[src/rtl/mem_arbiter.sv]
// Two-port round-robin arbiter in front of a single-ported word memory.
// One transaction in flight: grant in IDLE, strobe in CMD, completion after RESP.
module mem_arbiter #(
  parameter int ADDR_W = 16,
  parameter int DATA_W = 32
) (
  input  logic              clk,
  input  logic              rst,
  input  logic              p0_req,
  input  logic              p0_we,
  input  logic [ADDR_W-1:0] p0_addr,
  input  logic [DATA_W-1:0] p0_wdata,
  output logic              p0_gnt,
  output logic              p0_done,
  input  logic              p1_req,
  input  logic              p1_we,
  input  logic [ADDR_W-1:0] p1_addr,
  input  logic [DATA_W-1:0] p1_wdata,
  output logic              p1_gnt,
  output logic              p1_done,
  output logic [DATA_W-1:0] rdata,
  output logic              busy,
  output logic              mem_wen,
  output logic              mem_ren,
  output logic [ADDR_W-1:0] mem_addr,
  output logic [DATA_W-1:0] mem_wdata,
  input  logic [DATA_W-1:0] mem_rdata
);

  typedef enum logic [1:0] {
    IDLE = 2'd0,
    CMD  = 2'd1,
    RESP = 2'd2
  } state_t;

  state_t            state_q;
  logic              last_owner_q;
  logic              cmd_we_q;
  logic              cmd_owner_q;
  logic [ADDR_W-1:0] cmd_addr_q;
  logic [DATA_W-1:0] cmd_wdata_q;
  logic [DATA_W-1:0] rdata_q;
  logic              p0_done_q;
  logic              p1_done_q;
  logic              mem_wen_q;
  logic              mem_ren_q;

  logic              idle;
  logic              p0_win;
  logic              p1_win;
  logic              any_gnt;
  logic              cmd_we_d;
  logic              cmd_owner_d;
  logic [ADDR_W-1:0] cmd_addr_d;
  logic [DATA_W-1:0] cmd_wdata_d;

  // On a tie the port that did not own the previous grant wins.
  always_comb begin
    idle        = (state_q == IDLE);
    p0_win      = p0_req && (!p1_req || last_owner_q);
    p1_win      = p1_req && (!p0_req || !last_owner_q);
    p0_gnt      = idle && p0_win;
    p1_gnt      = idle && p1_win && !p0_win;
    any_gnt     = p0_gnt || p1_gnt;
    cmd_owner_d = p1_gnt;
    cmd_we_d    = p1_gnt ? p1_we    : p0_we;
    cmd_addr_d  = p1_gnt ? p1_addr  : p0_addr;
    cmd_wdata_d = p1_gnt ? p1_wdata : p0_wdata;
  end

  always_ff @(posedge clk or negedge rst) begin
    if (!rst) begin
      state_q      <= IDLE;
      last_owner_q <= 1'b1;
      cmd_we_q     <= 1'b0;
      cmd_owner_q  <= 1'b0;
      cmd_addr_q   <= '0;
      cmd_wdata_q  <= '0;
      rdata_q      <= '0;
      p0_done_q    <= 1'b0;
      p1_done_q    <= 1'b0;
      mem_wen_q    <= 1'b0;
      mem_ren_q    <= 1'b0;
    end else begin
      p0_done_q <= 1'b0;
      p1_done_q <= 1'b0;
      mem_wen_q <= 1'b0;
      mem_ren_q <= 1'b0;
      case (state_q)
        IDLE: begin
          if (any_gnt) begin
            cmd_we_q     <= cmd_we_d;
            cmd_owner_q  <= cmd_owner_d;
            cmd_addr_q   <= cmd_addr_d;
            cmd_wdata_q  <= cmd_wdata_d;
            last_owner_q <= cmd_owner_d;
            // Strobes are registered so they are high for exactly the CMD cycle.
            mem_wen_q    <= cmd_we_d;
            mem_ren_q    <= !cmd_we_d;
            state_q      <= CMD;
          end
        end
        CMD: begin
          state_q <= RESP;
        end
        RESP: begin
          if (!cmd_we_q) begin
            rdata_q <= mem_rdata;
          end
          p0_done_q <= !cmd_owner_q;
          p1_done_q <= cmd_owner_q;
          state_q   <= IDLE;
        end
        default: begin
          state_q <= IDLE;
        end
      endcase
    end
  end

  assign p0_done   = p0_done_q;
  assign p1_done   = p1_done_q;
  assign rdata     = rdata_q;
  assign busy      = (state_q != IDLE);
  assign mem_wen   = mem_wen_q;
  assign mem_ren   = mem_ren_q;
  assign mem_addr  = cmd_addr_q;
  assign mem_wdata = cmd_wdata_q;

endmodule

[config.mk]
export PLATFORM = sky130hd
export DESIGN_NAME = mem_arbiter
export DESIGN_NICKNAME = d
export VERILOG_FILES = /design/src/rtl/mem_arbiter.sv
export SDC_FILE = /design/constraint.sdc
export NUM_CORES = 1
export LEC_CHECK = 0
export CAP_MARGIN = 20
export CORE_UTILIZATION = 43
export CTS_BUF_LIST = sky130_fd_sc_hd__clkbuf_2
export DETAILED_ROUTE_END_ITERATION = 16
export PLACE_DENSITY = 0.92
export REMOVE_ABC_BUFFERS = 1
export SETUP_SLACK_MARGIN = 0.15
export SYNTH_ARGS = -nofsm -noshare
export SYNTH_HDL_FRONTEND = slang
export SYNTH_SLANG_ARGS = --single-unit
[constraint.sdc]
create_clock -name clk -period 4.7 [get_ports clk]
set_input_delay 0.94 -clock clk [delete_from_list [all_inputs] [get_ports clk]]
set_output_delay 0.94 -clock clk [all_outputs]
set_load 0.01 [all_outputs]
Word-level counts from Yosys, hierarchy flattened

Index checks and enable logic that the tools add are counted.

Word-level logic and storage cells: 44
Output and inout bits: 87
Input port bits: 134
Register bits: 89

Reductions and logical operators: 18
Equality and inequality tests: 3
Mux-type cells: 11
Bitwise gates (word level): 1

Operators by type and width:

| cell                                                   | count |
|---|---|
| 2-to-1 mux 32 bit                                      | 1 |
| 2-to-1 mux 16 bit                                      | 1 |
| 2-to-1 mux 1 bit                                       | 7 |
| logical NOT 1 bit                                      | 6 |
| logical AND 1 bit                                      | 5 |
| case mux 2 bit (2 select lines)                        | 1 |
| AND reduction 2 bit                                    | 2 |
| logical OR 1 bit                                       | 3 |
| == test 2 x 1 -> 1 bit (second input constant)         | 1 |
| == test 2 bit (second input constant)                  | 1 |
| logical NOT 2 bit                                      | 1 |
| 2-to-1 mux 2 bit                                       | 1 |
| inequality test 2 x 1 -> 1 bit (second input constant) | 1 |
| nonzero test 2 bit                                     | 1 |
| inverter 1 bit                                         | 1 |

Logic depth before layout (Yosys ltp)

Gate-level depths: netlist of run 1.

Word-level depth: 9
Gate-level depth with buffers: 6
Depth with buffers taken out: 4

Worst setup path after synthesis of run 1

OpenSTA, ideal clock, no wires.

Kind: input -> output
From: in p1_req
To: out p1_gnt
Path slack: 2.097 ns
Required time: 3.760 ns
Cell stages on the path: 5
Path buffers: 2
Arrival time: 1.663 ns
Cell sequence: nor3b_4 nand2_2 buf_6 buf_6 inv_1

Cells in the longest elaborated chain, start to end: 5

Ends and longest elaborated chain:

| item                  | line | text |
|---|---|---|
| from (decl)           | 15   | `input logic p1_req,` |
| logical NOT 1 bit     | 60   | `p0_win = p0_req && (!p1_req \|\| last_owner_q);` |
| logical OR 1 bit      | 60   |  |
| logical AND 1 bit     | 60   |  |
| logical NOT 1 bit     | 63   | `p1_gnt = idle && p1_win && !p0_win;` |
| logical AND 1 bit (*) | 63   |  |
| to (decl)             | 19   | `output logic p1_gnt,` |

Every way passes the cells marked *; elsewhere a longest branch is shown, timed or not.

Final worst setup path of run 1

From: reg state_q[1]
To: out busy

Cells in the longest elaborated chain, start to end: 1

Ends and longest elaborated chain:

| item                   | line | text |
|---|---|---|
| from (decl)            | 36   | `state_t state_q;` |
| from (signal assigned) | 73   | `state_q <= IDLE;` |
| from (signal assigned) | 100  | `state_q <= CMD;` |
| from (signal assigned) | 104  | `state_q <= RESP;` |
| nonzero test 2 bit     | 124  | `assign busy = (state_q != IDLE);` |
| to (decl)              | 22   | `output logic busy,` |

Every way passes these cells.

==> metrics.txt, run 1 <==
initial core utilization=0.454; core footprint=8890 um2; Setup Total Neg Slack=0 ns; Worst-Skew Late Latency=0.60 ns; max cap viols=0; placer congestion estimate=0.776; RSZ-0062 raised after global routing=false; DRC Markers=0; Ports=221; Clock power frac=0.096; Worst IR Drop VDD=347 uV; DP HPWL=9120 um; die footprint=9780 um2; crit end category=output port; CTS buffer count=9; final setup fails=0; Largest delay share family, worst path=buffers and inverters; CP cell instances=nor2_1 -> inv_2 -> clkdlybuf4s50_1; vias in the first global route=3,733; combinational power share=0.552; Slew headroom=0.391; hold_buf cts=0; Finished Core Util=0.722; hold crit path type=in2async; sequential fraction of the synthesis area=0.552; TritonRoute pass-1 iters=4; Ys Warns=0; post-CTS sizing=0; clock-pin slew on the worst setup and hold paths=0.28 ns; largest net degree at the start of global routing=57; CTS tree=built; Synth area leader=dfrtp_1; status=complete, no violations; diodes inserted=0; FMAX=280 MHz; Cell Pwr Density=610 nW/um2; die span in y=98.9 um; CP startpoint kind=register; share of cells above drive strength 1=0.112; Overflow after GRT=0; Total GRT Usage=0.261; Nets=665; top post-synthesis cells by area=dfrtp_1, a221o_1, nor3b_1, mux2_2, and3_1; power share of the sequential group=0.352; net switching power=1.47 mW; first-pass GRT wire length=19,600 um; worst path arrival time=2.63 ns; Post-synth top cells=dfrtp_1, and3_1, a221o_1, nor3b_1, mux2_2; DP Cell Count=627; WL per Instance=20.1 um; pre-CTS WS=1.21 ns; share of the synthesized area in the top cell type=0.546; Layout Cells excl Fill=644; Synth Register Bits=89; Die X=98.9 um; Slew Limit Fails=0; P_int=2.45 mW; PnR worst setup slack=1.13 ns; # H-tree levels=3; WP buf/inv=2; Syn Area/Cell=12.4 um2; Clock Tree Root=clkbuf_2; Post-Syn Instances=326; Distinct cells, synth=26; clock sink count=89; CP max stage delay=0.69 ns; Vias/cell=5.73; drt first-iter violations=151; Net Sw Frac=0.374; Leakage Power=2.74 nW; most frequent cell after synthesis=dfrtp_1; initial antenna violation count=0; crit path max-delay cell type=clkdlybuf4s50_1; Tmin final=3.57 ns; Post-synth top flop=dfrtp_1; final wirelength=13,000 um; Setup CP Type=reg2out; antenna-violating nets left=0; worst slew pin tran=0.913 ns; critical path peak fanout=50; Final Skew=0.0372 ns; Hold Vio Cnt, Final=0; vias post-DR=3,687; FP Rows=34; EDFF count, synth=0; final period utilization=0.760; I/O Buffers=220; Clock Path Buffers=2; cell area after synthesis=4040 um2; Critical Path RT=3.76 ns; P&R area growth vs syn=59.2%; asr flop ratio synth=1.00; final hold slack=0.340 ns; setup bufs post-CTS=0
-- area by class of cell --
type | count | area, um2
inverter | 4 | 15.0
sequential | 89 | 2230
clock buffer | 9 | 45.0
fill | 581 | 2470
timing repair buffer | 227 | 2270
tap | 108 | 135
multi-input combinational | 200 | 1670
clock inverter | 7 | 58.8
-- sequential cells by signal, summed over array words and instances (netlist names) --
| signal | flops |
|---|---|
| mem_wdata | 32 |
| cmd_we_q | 1 |
| p0_done | 1 |
| mem_addr | 16 |
| state_q | 2 |
| mem_ren | 1 |
| p1_done | 1 |
| last_owner_q | 1 |
| mem_wen | 1 |
| rdata | 32 |
| cmd_owner_q | 1 |
-- final timing paths --
| check | from | end | slack [ns] | cells past startpoint |
|---|---|---|---|---|
| min in group clk | cmd_owner_q | p0_done | 0.53 | 1 |
| min reg2reg | cmd_owner_q | p0_done | 0.53 | 1 |
| max reg2reg | state_q[1] | cmd_we_q | 2.70 | 4 |
| max | state_q[1] | busy | 1.13 | 3 |
| max in group asynchronous | rst | mem_addr[13] | 3.42 | 2 |
| min | rst | mem_wdata[5] | 0.34 | 1 |
-- metal layers --
metal,up-vias,global-route usage,routed length (um)
li1,1653,-,-
met1,1804,0.306,5120
met2,202,0.457,6350
met3,28,0.0723,1130
met4,0,0.0953,361
met5,-,0,0
-- stage by stage --
stage          power [mW]  instance area (um2)
2_1_floorplan        2.35                 3890
3_3_place_gp         3.47                 6290
3_5_place_dp         3.56                 6290
4_1_cts              3.93                 6390
5_1_grt              4.14                 6420
6_report             3.92                 6420
-- kinds of logic (layout without fill, tap and decap cells) --
family          after synthesis  after routing  share of synthesized area
simple gates                113            113                      0.187
flops                        89             89                      0.552
compound gates               55             55                      0.132
buf+inv                      37            247                     0.0397
mux                          32             32                     0.0893
-- power by group through the flow --
stage	logic, mW	clock network, mW	registers (mW)
5_1_grt	2.29	0.420	1.42
2_1_floorplan	0.812	0	1.54
4_1_cts	2.17	0.384	1.38
6_report	2.16	0.377	1.38
3_5_place_dp	2.17	0	1.39
3_3_place_gp	2.10	0	1.37
-- layout by cell type (no fill, tap or decap), drive strengths merged --
cell / instances
clkdlybuf4s50: 219
dfrtp: 88
and3: 49
nor3b: 49
a221o: 48
mux2: 32
clkbuf: 9
inv: 9
buf: 8
nor2: 7
nand2: 4
nand2b: 2
clkinv: 2
a21bo: 1
a21boi: 1
a211oi: 1
and2: 1
o21ai: 1
a21oi: 1
nor2b: 1
a21o: 1
a2bb2oi: 1
dfstp: 1
(Power assumes the default switching activity.)
==> run 2: changes to the inputs <==
Settings changed: CORE_UTILIZATION 43 to 40, PLACE_DENSITY 0.92 to 0.86.
Clock period 4.7 ns to 3.3 ns, I/O delays scaled along.
==> metrics.txt, run 2 (synthesized netlist as in run 1, its figures left out) <==
DRC Markers=0 (unchanged); Ports=221 (unchanged); post-CTS sizing=0 (unchanged); Die X=102 um (+3.6%); Vias/cell=5.38 (-6.0%); FMAX=341 MHz; vias in the first global route=3,620 (-3.0%); CTS buffer count=9 (unchanged); final wirelength=12,200 um (-5.7%); I/O Buffers=220 (unchanged); FP Rows=36 (+5.9%); Cell Pwr Density=858 nW/um2 (+41%); setup bufs post-CTS=0 (unchanged); Finished Cell Area=6500 um2 (+1.2%); Critical Path RT=2.64 ns (-1.12 ns); hold crit path type=reg2reg; Setup CP Type=in2out; Total GRT Usage=0.234 (-0.0268); diodes inserted=0 (unchanged); most frequent cells in the layout=clkdlybuf4s50_1, dfrtp_1, and3_1; largest net degree at the start of global routing=52 (-8.8%); power share of the sequential group=0.352 (about the same); Nets=668 (+0.45%); clock sink count=89 (unchanged); clock-pin slew on the worst setup and hold paths=0.25 ns (-0.03 ns); Finished Core Util=0.665 (-0.0576); max cap viols=0 (unchanged); final hold slack=0.483 ns (+0.143 ns); combinational power share=0.549 (-0.003); Fillers=719 (+24%); Net Sw Frac=0.357 (-0.0168); crit end category=output port; initial core utilization=0.413 (-0.0410); die span in y=102 um (+3.6%); status=complete, no violations; CP startpoint kind=input pin; critical path peak fanout=5 (-90%); Leakage Power=2.76 nW (+0.62%); Final Skew=0.0177 ns (-0.0195 ns); Clock Tree Root=clkbuf_2; antenna-violating nets left=0 (unchanged); commonest non-fill, non-tap cell in the layout=clkdlybuf4s50_1; Setup Total Neg Slack=0 ns (unchanged); P&R area growth vs syn=61.0%; Layout Cells excl Fill=672 (+4.3%); register area=2230 um2 (unchanged); final period utilization=0.889; Worst IR Drop VDD=561 uV (+62%); final setup fails=0 (unchanged); vias post-DR=3,617 (-1.9%); Overflow after GRT=0 (unchanged); share of cells above drive strength 1=0.117 (+0.00494); # H-tree levels=3 (unchanged); RSZ-0062 raised after global routing=false; worst path arrival time=2.28 ns (-0.35 ns); Clock Path Buffers=2 (unchanged); Tmin final=2.94 ns; initial antenna violation count=0 (unchanged); Slew Limit Fails=0 (unchanged); placer congestion estimate=0.789 (+1.6%); Slew headroom=0.533 (+0.142); TritonRoute pass-1 iters=4 (unchanged); worst slew pin tran=0.698 ns (-0.215 ns); net switching power=1.99 mW (+36%); core footprint=9770 um2 (+9.9%); DP Cell Count=655 (+4.5%); CTS tree=built; first-pass GRT wire length=18,600 um (-5.1%); cell area after placement=6370 um2 (+1.3%); Worst-Skew Late Latency=0.52 ns (-0.08 ns); DP HPWL=8830 um (-3.2%); drt first-iter violations=164 (+8.6%); Hold Vio Cnt, Final=0 (unchanged); WL per Instance=18.2 um (-9.7%); Clock power frac=0.099 (+0.003); die footprint=10,500 um2 (+7.4%); P_int=3.58 mW (+46%); area of the multi-input gates=1670 um2 (unchanged)
-- run 2: cell count changes in the layout (fill, tap and decap cells not counted), sizes merged --
cell,change
clkinvlp,+2
buf,+2
dlygate4sd3,+1
bufinv,+1
clkbuf,+1
inv,-4
-- run 2: area by class of cell --
| class | instances | share of cell area |
|---|---|---|
| clock buffers | 10 | 0.00770 |
| clock inverters | 6 | 0.0104 |
| inverters | 4 | 0.00231 |
| multi-input cells | 200 | 0.257 |
| flip-flops and latches | 89 | 0.343 |
| well taps | 133 | 0.0256 |
| repair buffers | 230 | 0.354 |
-- run 2: final timing paths --
path,cells past startpoint,slack (ns),startpoint,to
max,5,0.36,p1_req,p1_gnt
min,1,0.48,cmd_owner_q,p0_done
max reg2reg,4,1.41,state_q[1],mem_addr[7]
min reg2reg,1,0.48,cmd_owner_q,p0_done
max in group asynchronous,3,1.94,rst,mem_wdata[31]
min in group asynchronous,2,0.56,rst,p1_done
-- run 2: layer usage --
| metal | GRT usage | vias to the layer above | share of wire |
|---|---|---|---|
| met2 | 0.405 | 184 | 0.49 |
| met3 | 0.0479 | 22 | 0.078 |
| met4 | 0.104 | 0 | 0.021 |
| li1 | - | 1653 | - |
| met5 | 0 | - | 0 |
| met1 | 0.281 | 1758 | 0.41 |
-- run 2: power groups by stage --
stage | clock (mW) | combinational [mW] | sequential, mW
6_report | 0.550 | 3.06 | 1.96
5_1_grt | 0.605 | 3.29 | 2.03
4_1_cts | 0.569 | 3.09 | 1.97
3_5_place_dp | 0 | 3.08 | 1.98
3_3_place_gp | 0 | 3.01 | 1.96
2_1_floorplan | 0 | 1.16 | 2.19
-- run 2: per-stage QoR --
step / setup slack, ns / total power, mW
floorplan: 0.371 / 3.35
global placement: 0.423 / 4.97
detailed placement: 0.347 / 5.07
CTS: 0.355 / 5.62
global route: 0.278 / 5.92
finish: 0.365 / 5.58
-- run 2: repair_timing --
item / 4_1_cts / 5_1_grt
hold endpoints to repair: 8 / 0
endpoints found under the setup margin: 0 / 0
hold buffers: 1 / 0
-- run 2: worst max-delay path, stage by stage --
cell and delay, ns:
clkdlybuf4s50_1 0.65, nor3b_4 0.27, nand2_2 0.08, inv_1 0.07, clkdlybuf4s50_1 0.54
==> run 3: changes to the inputs <==
Settings changed: CORE_UTILIZATION 40 to 43, GPL_ROUTABILITY_DRIVEN set to 0, PLACE_DENSITY 0.86 to 0.92.
Clock period 3.3 ns to 3.6 ns, I/O delays scaled along.
==> metrics.txt, run 3 (synthesized netlist as in run 1, its figures left out) <==
status=complete, no violations; P&R area growth vs syn=61.3%; Clock Path Buffers=2 (unchanged); CP max stage delay=0.64 ns (about the same); most frequent cells in the layout=clkdlybuf4s50_1, dfrtp_1, and3_1; Leakage Power=2.78 nW (+0.62%); area of the multi-input gates=1670 um2 (unchanged); DP HPWL=9120 um (+3.3%); initial antenna violation count=0 (unchanged); Net Sw Frac=0.362 (+0.00467); Power Total=5.26 mW (-5.6%); vias in the first global route=3,914 (+8.1%); Largest delay share family, worst path=buffers and inverters; # H-tree levels=3 (unchanged); I/O Buffers=220 (unchanged); share of cells above drive strength 1=0.115 (-0.00164); FP Rows=34 (-5.6%); combinational power share=0.543 (-0.006); CP cell instances=clkdlybuf4s50_1 -> nor3b_4 -> nand2_2 -> inv_1 -> clkdlybuf4s50_1; P_int=3.36 mW (-6.3%); DRC Markers=0 (unchanged); vias post-DR=3,720 (+2.8%); die span in y=98.9 um (-3.5%); Slew Limit Fails=0 (unchanged); power share of the sequential group=0.343 (-0.009); CP most frequent cell=clkdlybuf4s50_1; Final Skew=0.0222 ns (+0.00459 ns); largest net degree at the start of global routing=90 (+73%); die footprint=9780 um2 (-6.8%); register area=2230 um2 (unchanged); Overflow after GRT=0 (unchanged); commonest non-fill, non-tap cell in the layout=clkdlybuf4s50_1; hold crit path type=reg2reg; TritonRoute pass-1 iters=4 (unchanged); crit end category=output port; Worst-Skew Late Latency=0.54 ns (+0.02 ns); RSZ-0062 raised after global routing=false; final wirelength=13,000 um (+6.8%); CTS tree=built; Setup CP Type=in2out; clock sink count=89 (unchanged); core footprint=8890 um2 (-9.0%); final period utilization=0.845; Total GRT Usage=0.270 (+0.0362); Slew headroom=0.523 (-0.0101); post-CTS sizing=0 (unchanged); crit path max-delay cell type=clkdlybuf4s50_1; WP buf/inv=3 (unchanged); Clock power frac=0.115 (+0.016); Vias/cell=5.76 (+7.0%); diodes inserted=0 (unchanged); Cell Pwr Density=809 nW/um2 (-5.8%); worst path arrival time=2.32 ns (+0.04 ns); Critical Path RT=2.88 ns (+0.24 ns); critical path peak fanout=5 (unchanged); Worst IR Drop VDD=581 uV (+3.5%); Fillers=565 (-21%); Tmin final=3.04 ns; Hold Vio Cnt, Final=0 (unchanged); first-pass GRT wire length=20,300 um (+9.0%); CTS buffer count=9 (unchanged); Setup Total Neg Slack=0 ns (unchanged); initial core utilization=0.454 (+0.0410); clock-pin slew on the worst setup and hold paths=0.27 ns (+0.02 ns); CP startpoint kind=input pin; final setup fails=0 (unchanged); max cap viols=0 (unchanged); net switching power=1.91 mW (-4.4%); Finished Core Util=0.732 (+0.0673); worst slew pin tran=0.713 ns (+0.0151 ns); r2r setup slk=1.69 ns (+0.28 ns); drt first-iter violations=160 (-2.4%); FMAX=329 MHz; Ports=221 (unchanged); WL per Instance=20.2 um (+11%); Die X=98.9 um (-3.5%); antenna-violating nets left=0 (unchanged); final hold slack=0.490 ns (+0.00695 ns); Clock Tree Root=clkbuf_2; Nets=667 (-0.15%)
-- run 3: layout make-up --
class | instances | area share
Clock inverter | 7 | 0.0158
Sequential cell | 89 | 0.342
Timing Repair Buffer | 229 | 0.356
Tap cell | 108 | 0.0208
Multi-Input combinational cell | 200 | 0.256
Inverter | 4 | 0.00231
Clock buffer | 9 | 0.00692
-- run 3: per-layer routing --
layer  global-route usage  share of wire
met1                0.303           0.38
met2                0.476           0.50
met3               0.0844          0.088
met4                0.113          0.030
met5                    0              0
-- run 3: worst register-to-register path: cells and delay by family, from the launching register on --
kind,cells,cell delay [ns]
simple gates,2,0.55
flops,1,0.49
buf+inv,2,0.44
compound gates,1,0.39
-- run 3: path summary, 6_finish.rpt --
path	endpoint	cells after the start	from
max	p1_gnt	5	p1_req
min	p0_done	1	cmd_owner_q
max reg2reg	mem_ren	5	state_q[0]
min reg2reg	p0_done	1	cmd_owner_q
max in group asynchronous	last_owner_q	3	rst
min in group asynchronous	mem_wdata[29]	2	rst
-- run 3: power by group through the flow --
stage | registers, mW | logic, mW | clock network, mW
floorplan | 2.01 | 1.06 | 0
global placement | 1.79 | 2.78 | 0
detailed placement | 1.82 | 2.86 | 0
CTS | 1.80 | 2.87 | 0.611
global route | 1.87 | 3.03 | 0.649
finish | 1.80 | 2.86 | 0.603
-- run 3: through the flow --
step	instance area, um2	std cells	setup WS, ns
after floorplan	3890	293	0.551
after global placement	6320	628	0.602
after detailed placement	6320	628	0.570
after CTS	6470	644	0.562
after global routing	6510	646	0.510
final	6510	646	0.559
-- run 3: what timing repair did --
| action | 4_1_cts | 5_1_grt |
|---|---|---|
| hold endpoints to repair | 0 | 1 |
| buffers inserted | 0 | 0 |
| hold buffers | 0 | 1 |
